--- src/rtl/ahb_lite_initiator.sv ---
// AHB-Lite single-transfer initiator with a two-slot (address/data) pipeline.
// Optional alignment checking: define AHB_LITE_INITIATOR_ALIGN_CHK_EN.
module ahb_lite_initiator #(
    parameter int   ADDR_WIDTH = 12,
    parameter int   DATA_WIDTH = 32,
    parameter logic NONSEC     = 1'b0
) (
    input  logic                  HCLK,
    input  logic                  HRESET,
    input  logic                  req_valid,
    output logic                  req_ready,
    input  logic                  req_write,
    input  logic [ADDR_WIDTH-1:0] req_addr,
    input  logic [2:0]            req_size,
    input  logic [DATA_WIDTH-1:0] req_wdata,
    output logic                  rsp_valid,
    output logic [DATA_WIDTH-1:0] rsp_rdata,
    output logic                  rsp_err,
    output logic [ADDR_WIDTH-1:0] HADDR,
    output logic [2:0]            HSIZE,
    output logic                  HWRITE,
    output logic [1:0]            HTRANS,
    output logic [2:0]            HBURST,
    output logic [3:0]            HPROT,
    output logic                  HMASTLOCK,
    output logic                  HNONSEC,
    output logic [DATA_WIDTH-1:0] HWDATA,
    input  logic [DATA_WIDTH-1:0] HRDATA,
    input  logic                  HREADY,
    input  logic                  HRESP
);

    localparam logic [1:0] TR_IDLE   = 2'b00;
    localparam logic [1:0] TR_NONSEQ = 2'b10;
    localparam int         MAX_SIZE  = $clog2(DATA_WIDTH / 8);

    logic                  a_vld_q, a_vld_d;
    logic                  a_cxl_q, a_cxl_d;
    logic [DATA_WIDTH-1:0] a_wdata_q, a_wdata_d;
    logic                  d_vld_q, d_vld_d;
    logic                  d_cxl_q, d_cxl_d;
    logic                  d_write_q, d_write_d;
    logic [1:0]            htrans_q, htrans_d;
    logic [ADDR_WIDTH-1:0] haddr_q, haddr_d;
    logic [2:0]            hsize_q, hsize_d;
    logic                  hwrite_q, hwrite_d;
    logic [DATA_WIDTH-1:0] hwdata_q, hwdata_d;
    logic                  rsp_valid_q, rsp_valid_d;
    logic                  rsp_err_q, rsp_err_d;
    logic [DATA_WIDTH-1:0] rsp_rdata_q, rsp_rdata_d;

    logic err1;
    logic accept;
    logic a_move;
    logic d_done;
    logic req_bad;

    // first cycle of a two-cycle ERROR response
    assign err1      = d_vld_q & HRESP & ~HREADY;
    assign req_ready = ~a_vld_q | (HREADY & ~err1);
    assign accept    = req_valid & req_ready;
    assign a_move    = a_vld_q & HREADY & ~err1;
    assign d_done    = d_vld_q & HREADY;

`ifdef AHB_LITE_INITIATOR_ALIGN_CHK_EN
    logic [ADDR_WIDTH+7:0] addr_x;
    assign addr_x = {8'b0, req_addr};

    // flag oversize or misaligned requests; they never reach the bus
    always_comb begin
        req_bad = (req_size > 3'(MAX_SIZE));
        for (int i = 0; i < 7; i++) begin
            if ((i < int'(req_size)) && addr_x[i]) begin
                req_bad = 1'b1;
            end
        end
    end
`else
    assign req_bad = 1'b0;
`endif

    // next-state: pipeline advance, cancellation and response capture
    always_comb begin
        a_vld_d     = a_vld_q;
        a_cxl_d     = a_cxl_q;
        a_wdata_d   = a_wdata_q;
        d_vld_d     = d_vld_q;
        d_cxl_d     = d_cxl_q;
        d_write_d   = d_write_q;
        htrans_d    = htrans_q;
        haddr_d     = haddr_q;
        hsize_d     = hsize_q;
        hwrite_d    = hwrite_q;
        hwdata_d    = hwdata_q;
        rsp_valid_d = d_done;
        rsp_err_d   = d_done & (d_cxl_q | HRESP);
        rsp_rdata_d = '0;

        if (d_done && !d_write_q && !d_cxl_q && !HRESP) begin
            rsp_rdata_d = HRDATA;
        end

        if (d_done) begin
            d_vld_d = 1'b0;
        end

        if (a_move) begin
            d_vld_d   = 1'b1;
            d_cxl_d   = a_cxl_q;
            d_write_d = hwrite_q;
            hwdata_d  = a_wdata_q;
            a_vld_d   = 1'b0;
            htrans_d  = TR_IDLE;
        end

        // retract the pending address phase during the first error cycle
        if (err1 && a_vld_q) begin
            a_cxl_d  = 1'b1;
            htrans_d = TR_IDLE;
        end

        if (accept) begin
            a_vld_d   = 1'b1;
            a_cxl_d   = req_bad;
            a_wdata_d = req_wdata;
            haddr_d   = req_addr;
            hsize_d   = req_size;
            hwrite_d  = req_write;
            htrans_d  = req_bad ? TR_IDLE : TR_NONSEQ;
        end
    end

    // state and output registers with synchronous reset
    always_ff @(posedge HCLK) begin
        if (HRESET) begin
            a_vld_q     <= 1'b0;
            a_cxl_q     <= 1'b0;
            a_wdata_q   <= '0;
            d_vld_q     <= 1'b0;
            d_cxl_q     <= 1'b0;
            d_write_q   <= 1'b0;
            htrans_q    <= TR_IDLE;
            haddr_q     <= '0;
            hsize_q     <= '0;
            hwrite_q    <= 1'b0;
            hwdata_q    <= '0;
            rsp_valid_q <= 1'b0;
            rsp_err_q   <= 1'b0;
            rsp_rdata_q <= '0;
        end else begin
            a_vld_q     <= a_vld_d;
            a_cxl_q     <= a_cxl_d;
            a_wdata_q   <= a_wdata_d;
            d_vld_q     <= d_vld_d;
            d_cxl_q     <= d_cxl_d;
            d_write_q   <= d_write_d;
            htrans_q    <= htrans_d;
            haddr_q     <= haddr_d;
            hsize_q     <= hsize_d;
            hwrite_q    <= hwrite_d;
            hwdata_q    <= hwdata_d;
            rsp_valid_q <= rsp_valid_d;
            rsp_err_q   <= rsp_err_d;
            rsp_rdata_q <= rsp_rdata_d;
        end
    end

    assign HTRANS    = htrans_q;
    assign HADDR     = haddr_q;
    assign HSIZE     = hsize_q;
    assign HWRITE    = hwrite_q;
    assign HWDATA    = hwdata_q;
    assign HBURST    = 3'b000;
    assign HPROT     = 4'b0011;
    assign HMASTLOCK = 1'b0;
    assign HNONSEC   = NONSEC;
    assign rsp_valid = rsp_valid_q;
    assign rsp_err   = rsp_err_q;
    assign rsp_rdata = rsp_rdata_q;

endmodule

--- config.mk ---
export PLATFORM = sky130hd
export DESIGN_NAME = ahb_lite_initiator
export DESIGN_NICKNAME = d
export VERILOG_FILES = /design/src/rtl/ahb_lite_initiator.sv
export SDC_FILE = /design/constraint.sdc
export NUM_CORES = 1
export LEC_CHECK = 0
export BUFFER_PORTS_ARGS = -buffer_cell sky130_fd_sc_hd__buf_2
export CORE_UTILIZATION = 30
export CTS_CLUSTER_DIAMETER = 40
export DETAILED_ROUTE_END_ITERATION = 8
export HOLD_SLACK_MARGIN = 0.12
export PLACE_DENSITY_LB_ADDON = 0.15
export SYNTH_ARGS = -nofsm -noshare
export SYNTH_HDL_FRONTEND = slang
export SYNTH_SLANG_ARGS = --single-unit
export TNS_END_PERCENT = 50
--- constraint.sdc ---
create_clock -name HCLK -period 2.65 [get_ports HCLK]
set_clock_uncertainty 0.15 [all_clocks]
set_input_delay 0.53 -clock HCLK [delete_from_list [all_inputs] [get_ports HCLK]]
set_output_delay 0.53 -clock HCLK [all_outputs]
set_load 0.05 [all_outputs]
* Word level (Yosys, flattened, before mapping)
Cells that the tools add are included.
** Storage, ports and cells
- Register bits after elaboration :: 120
- Bits in latches :: 0
- RAM bits :: 0
- Memory bits (read-only) :: 0
- Input bits :: 85
- Output and inout port bits :: 94
- Word-level logic and storage cells :: 47
- Memories :: 0
** Operators by class
- Add/sub/neg operators :: 0
- Multiply operators :: 0
- Divide/modulo/power cells :: 0
- Magnitude comparators :: 0
- Equality and inequality tests :: 0
- Shift operators :: 0
- Mux-type cells :: 7
- Bitwise logic cells :: 14
- Reduce and logical (&&, ||, !) cells :: 12
** Operators with widths (number)
- AND 1 bit :: 8
- 2-to-1 mux 2 bit :: 3
- logical AND 1 bit :: 4
- 2-to-1 mux 1 bit :: 4
- inverter 1 bit :: 4
- nonzero test 2 bit :: 2
- OR reduction 2 bit :: 2
- logical NOT 1 bit :: 3
- nonzero test 3 bit :: 1
- bitwise OR 1 bit :: 2

* Depth between registers and ports, before layout
- Word-level depth :: 7
- Depth in mapped cells :: 5
- Mapped depth without buffers :: 4

* Least setup slack after synthesis
Ideal clock, no wire load.
- Kind :: in2out
- Start :: input port HREADY
- End :: output port req_ready
- Arrival :: 1.104 ns
- Data required time :: 1.970 ns
- Setup slack :: 0.866 ns
- Stages :: 3
- Path buffers :: 1
- Cells stage by stage :: nor2b_2 clkinv_1 buf_2
** On the way
- Word-level cells in the longest chain between the ends :: 5
** Ends and longest elaborated chain
- from (decl) :: RTL line 29 : input logic HREADY,
- inverter 1 bit :: RTL line 59 : assign err1 = d_vld_q & HRESP & ~HREADY;
- AND 1 bit :: RTL line 59
- inverter 1 bit :: RTL line 60 : assign req_ready = ~a_vld_q | (HREADY & ~err1);
- AND 1 bit * :: RTL line 60
- bitwise OR 1 bit * :: RTL line 60
- to (decl) :: RTL line 11 : output logic req_ready,
Every way passes the cells marked *; elsewhere a longest branch is shown, timed or not.

* Final worst setup path
- Start :: register a_vld_q
- End :: output port req_ready
** On the way
- Word-level cells in the longest chain between the ends :: 2
** Ends and longest elaborated chain
- from (decl) :: RTL line 37 : logic a_vld_q, a_vld_d;
- from (signal assigned) :: RTL line 151 : a_vld_q <= a_vld_d;
- inverter 1 bit :: RTL line 60
- bitwise OR 1 bit :: RTL line 60
Every way passes these cells.

==> impl_metrics.ini <==
[run_status]
outcome = complete, no violations

[clock_tree]
cts.sinks = 120
h-tree-depth = 4
path_clk_slew_ns = 0.05
tritoncts = done
cts_setup_buffers = 0
post_cts_resized = 0
cts_inserted_buffers = 17
clock-root-buffer = clkbuf_16
cts_max_path_buffers = 2
holdBufCountCts = 0
worstSkewPairLatency_ns = 0.41

[yosys]
synth_cells = 472
ys_warn_count = 0
synth-seq-area-share = 0.5808
ys_ff_latch = 120
netlist_area_sq_um = 4136
synth.distinct_cells = 19
avgSynthCellArea_sq_um = 8.764

[floorplan]
fp-row-count = 42
die_w_um = 119.4
die_y_um = 119.4
initial_utilization = 0.3099
die_area_sq_um = 14260
core-area_sq_um = 13350
io_pins = 179

[setup_path]
start_kind = flip-flop
reg2reg_slack_ns = 0.97
arrival_ns = 1.50
r2r_end = a_wdata_q[15]
startpoint = a_vld_q
critPathCapture = req_ready
timing.rr.start = a_vld_q
worstPathRequired_ns = 1.97
crit_type = flip-flop to output port
crit_path_end_kind = output port
max_stage_delay_ns = 0.34
path_cells = nor2b_4 -> inv_2 -> buf_2
reg2reg_depth = 5
worst-path-max-fanout = 20
slowest_stage = buf_2

[global_route]
grt_overflow_total = 0
grtUsageTotal = 0.1563
grt_pass1_vias = 3559
grt_antenna_before_repair = 0
grt_max_degree = 87
grt_pass1_wl_mm = 17.15

[detailed_routing]
avgViaCountPerCell = 4.569
avgRoutedWirePerCell_um = 13.10
vias = 3724
first_iter_violations = 172
first_pass_iters = 6
ant_nets = 0
drcViolationCount = 0
drt-total-wl_mm = 10.68

[timing]
tns_ns = 0
finalMaxSlewViolations = 0
worst_pin_slew_ns = 0.9149
setup_viol = 0
rsz0062_at_grt = false
fin_crit_sh = 0.8215
relSlewSlack = 0.3901
max_freq_ghz = 0.4593
finalHoldViolCount = 0
fin_crit_ns = 2.177

[power]
seqPwrFrac = 0.404
p_leak_nw = 2.561
power_frac_clock = 0.513
intPower_mw = 3.570
p_sw_mw = 1.101
p_sw_frac = 0.2357
p_comb_frac = 0.083
vdd_drop_max_mv = 0.4046
p_per_area_nw_per_um2 = 819.3

[placement]
io_buffers = 168
routabilityCongestion = 0.6730
hpwl_mm = 6.774

[finish]
final_cell_mix = buf_2, dfxtp_1, a21oi_1
final_common_cell = buf_2
syn2layout_area_growth_pct = 37.84
drive_above_1_share = 0.3307
fillers = 1367
fin_nets = 710
finish.utilization = 0.4272

[worst_hold_path]
hp-class = input port to flip-flop

[flow_run]
max_cap_viol_count = 0
## logic make-up after synthesis
| kind of cell | share of synthesized area |
|---|---|
| compound gates | 0.1658 |
| flops | 0.5808 |
| buf+inv | 0.06352 |
| simple gates | 0.1881 |
| other cells | 0.001816 |
## cells in the mapped netlist
| cell type | count | area (sq um) |
|---|---|---|
| nand2b_1 | 1 | 6.260 |
| and2_1 | 33 | 206.5 |
| clkinv_1 | 1 | 3.750 |
| dfxtp_1 | 120 | 2402 |
| a21oi_1 | 87 | 435.4 |
| nor2b_2 | 1 | 8.760 |
| o21ai_0 | 50 | 250.2 |
| nand3b_4 | 1 | 20.02 |
| nor4_4 | 1 | 21.27 |
| buf_2 | 12 | 60.06 |
| clkbuf_1 | 22 | 82.58 |
| buf_1 | 4 | 15.01 |
| buf_4 | 10 | 75.07 |
| conb_1 | 2 | 7.510 |
| clkbuf_2 | 3 | 15.01 |
| nand3_1 | 49 | 245.2 |
| inv_1 | 3 | 11.26 |
| nand2_1 | 70 | 262.8 |
| nor2_1 | 2 | 7.510 |
## flip-flops by register name, summed over array words and instances (netlist names), 3 cells and up
signal / cells
HWDATA: 32
a_wdata_q: 32
rsp_rdata: 32
HADDR: 12
HSIZE: 3
## area by class of cell
type | count | area (sq um) | area share
sequential | 120 | 2402 | 0.4213
multi-input combinational | 305 | 1506 | 0.2642
timing repair buffer | 177 | 933.4 | 0.1637
clock buffer | 20 | 446.7 | 0.07834
tap | 176 | 220.2 | 0.03862
clock inverter | 12 | 175.2 | 0.03072
inverter | 4 | 15.01 | 0.002633
antenna | 1 | 2.502 | 0.0004389
## power groups by stage
stage	registers [mW]	clock network (mW)	logic, mW
after floorplan	2.01	0	0.178
after global placement	1.92	0	0.386
after detailed placement	1.93	0	0.390
after CTS	1.89	2.45	0.390
after global routing	1.89	2.54	0.421
final	1.89	2.40	0.386
## layer usage
| layer | GRT usage | up-vias | share of wire |
|---|---|---|---|
| met5 | 0 | - | 0 |
| met4 | 0.06797 | 0 | 0.0097 |
| met3 | 0.06609 | 10 | 0.091 |
| met2 | 0.2485 | 160 | 0.47 |
| met1 | 0.1832 | 1686 | 0.43 |
| li1 | - | 1868 | - |
## worst max-delay path: cells and delay by family, from the launching register on
kind	cells	cell delay, ns
AND/OR/NAND/NOR	1	0.13
flip-flops	1	0.33
buffers and inverters	2	0.63
## how the worst min path moves through the flow
stage | start | end | slack [ns] | cells after the start
floorplan | a_cxl_q | d_cxl_q | 0.28 | 2
global placement | a_wdata_q[26] | HWDATA[26] | 0.28 | 2
detailed placement | a_wdata_q[26] | HWDATA[26] | 0.29 | 2
CTS | HRDATA[19] | rsp_rdata[19] | 0.14 | 2
global route | HRDATA[0] | rsp_rdata[0] | 0.15 | 2
finish | HRDATA[19] | rsp_rdata[19] | 0.17 | 2
## stage by stage
stage	hold WS [ns]	setup WS [ns]	instance area, sq um	total power [mW]	std cells
2_1_floorplan	0.2784	0.8655	4167	2.191	480
3_3_place_gp	0.2832	0.5944	5077	2.310	782
3_5_place_dp	0.2900	0.5737	5077	2.315	782
4_1_cts	0.1445	0.4422	5699	4.728	814
5_1_grt	0.1474	0.3826	5699	4.857	814
6_report	0.1652	0.4729	5702	4.671	815
Note: power is estimated with default switching activity, not from simulation.
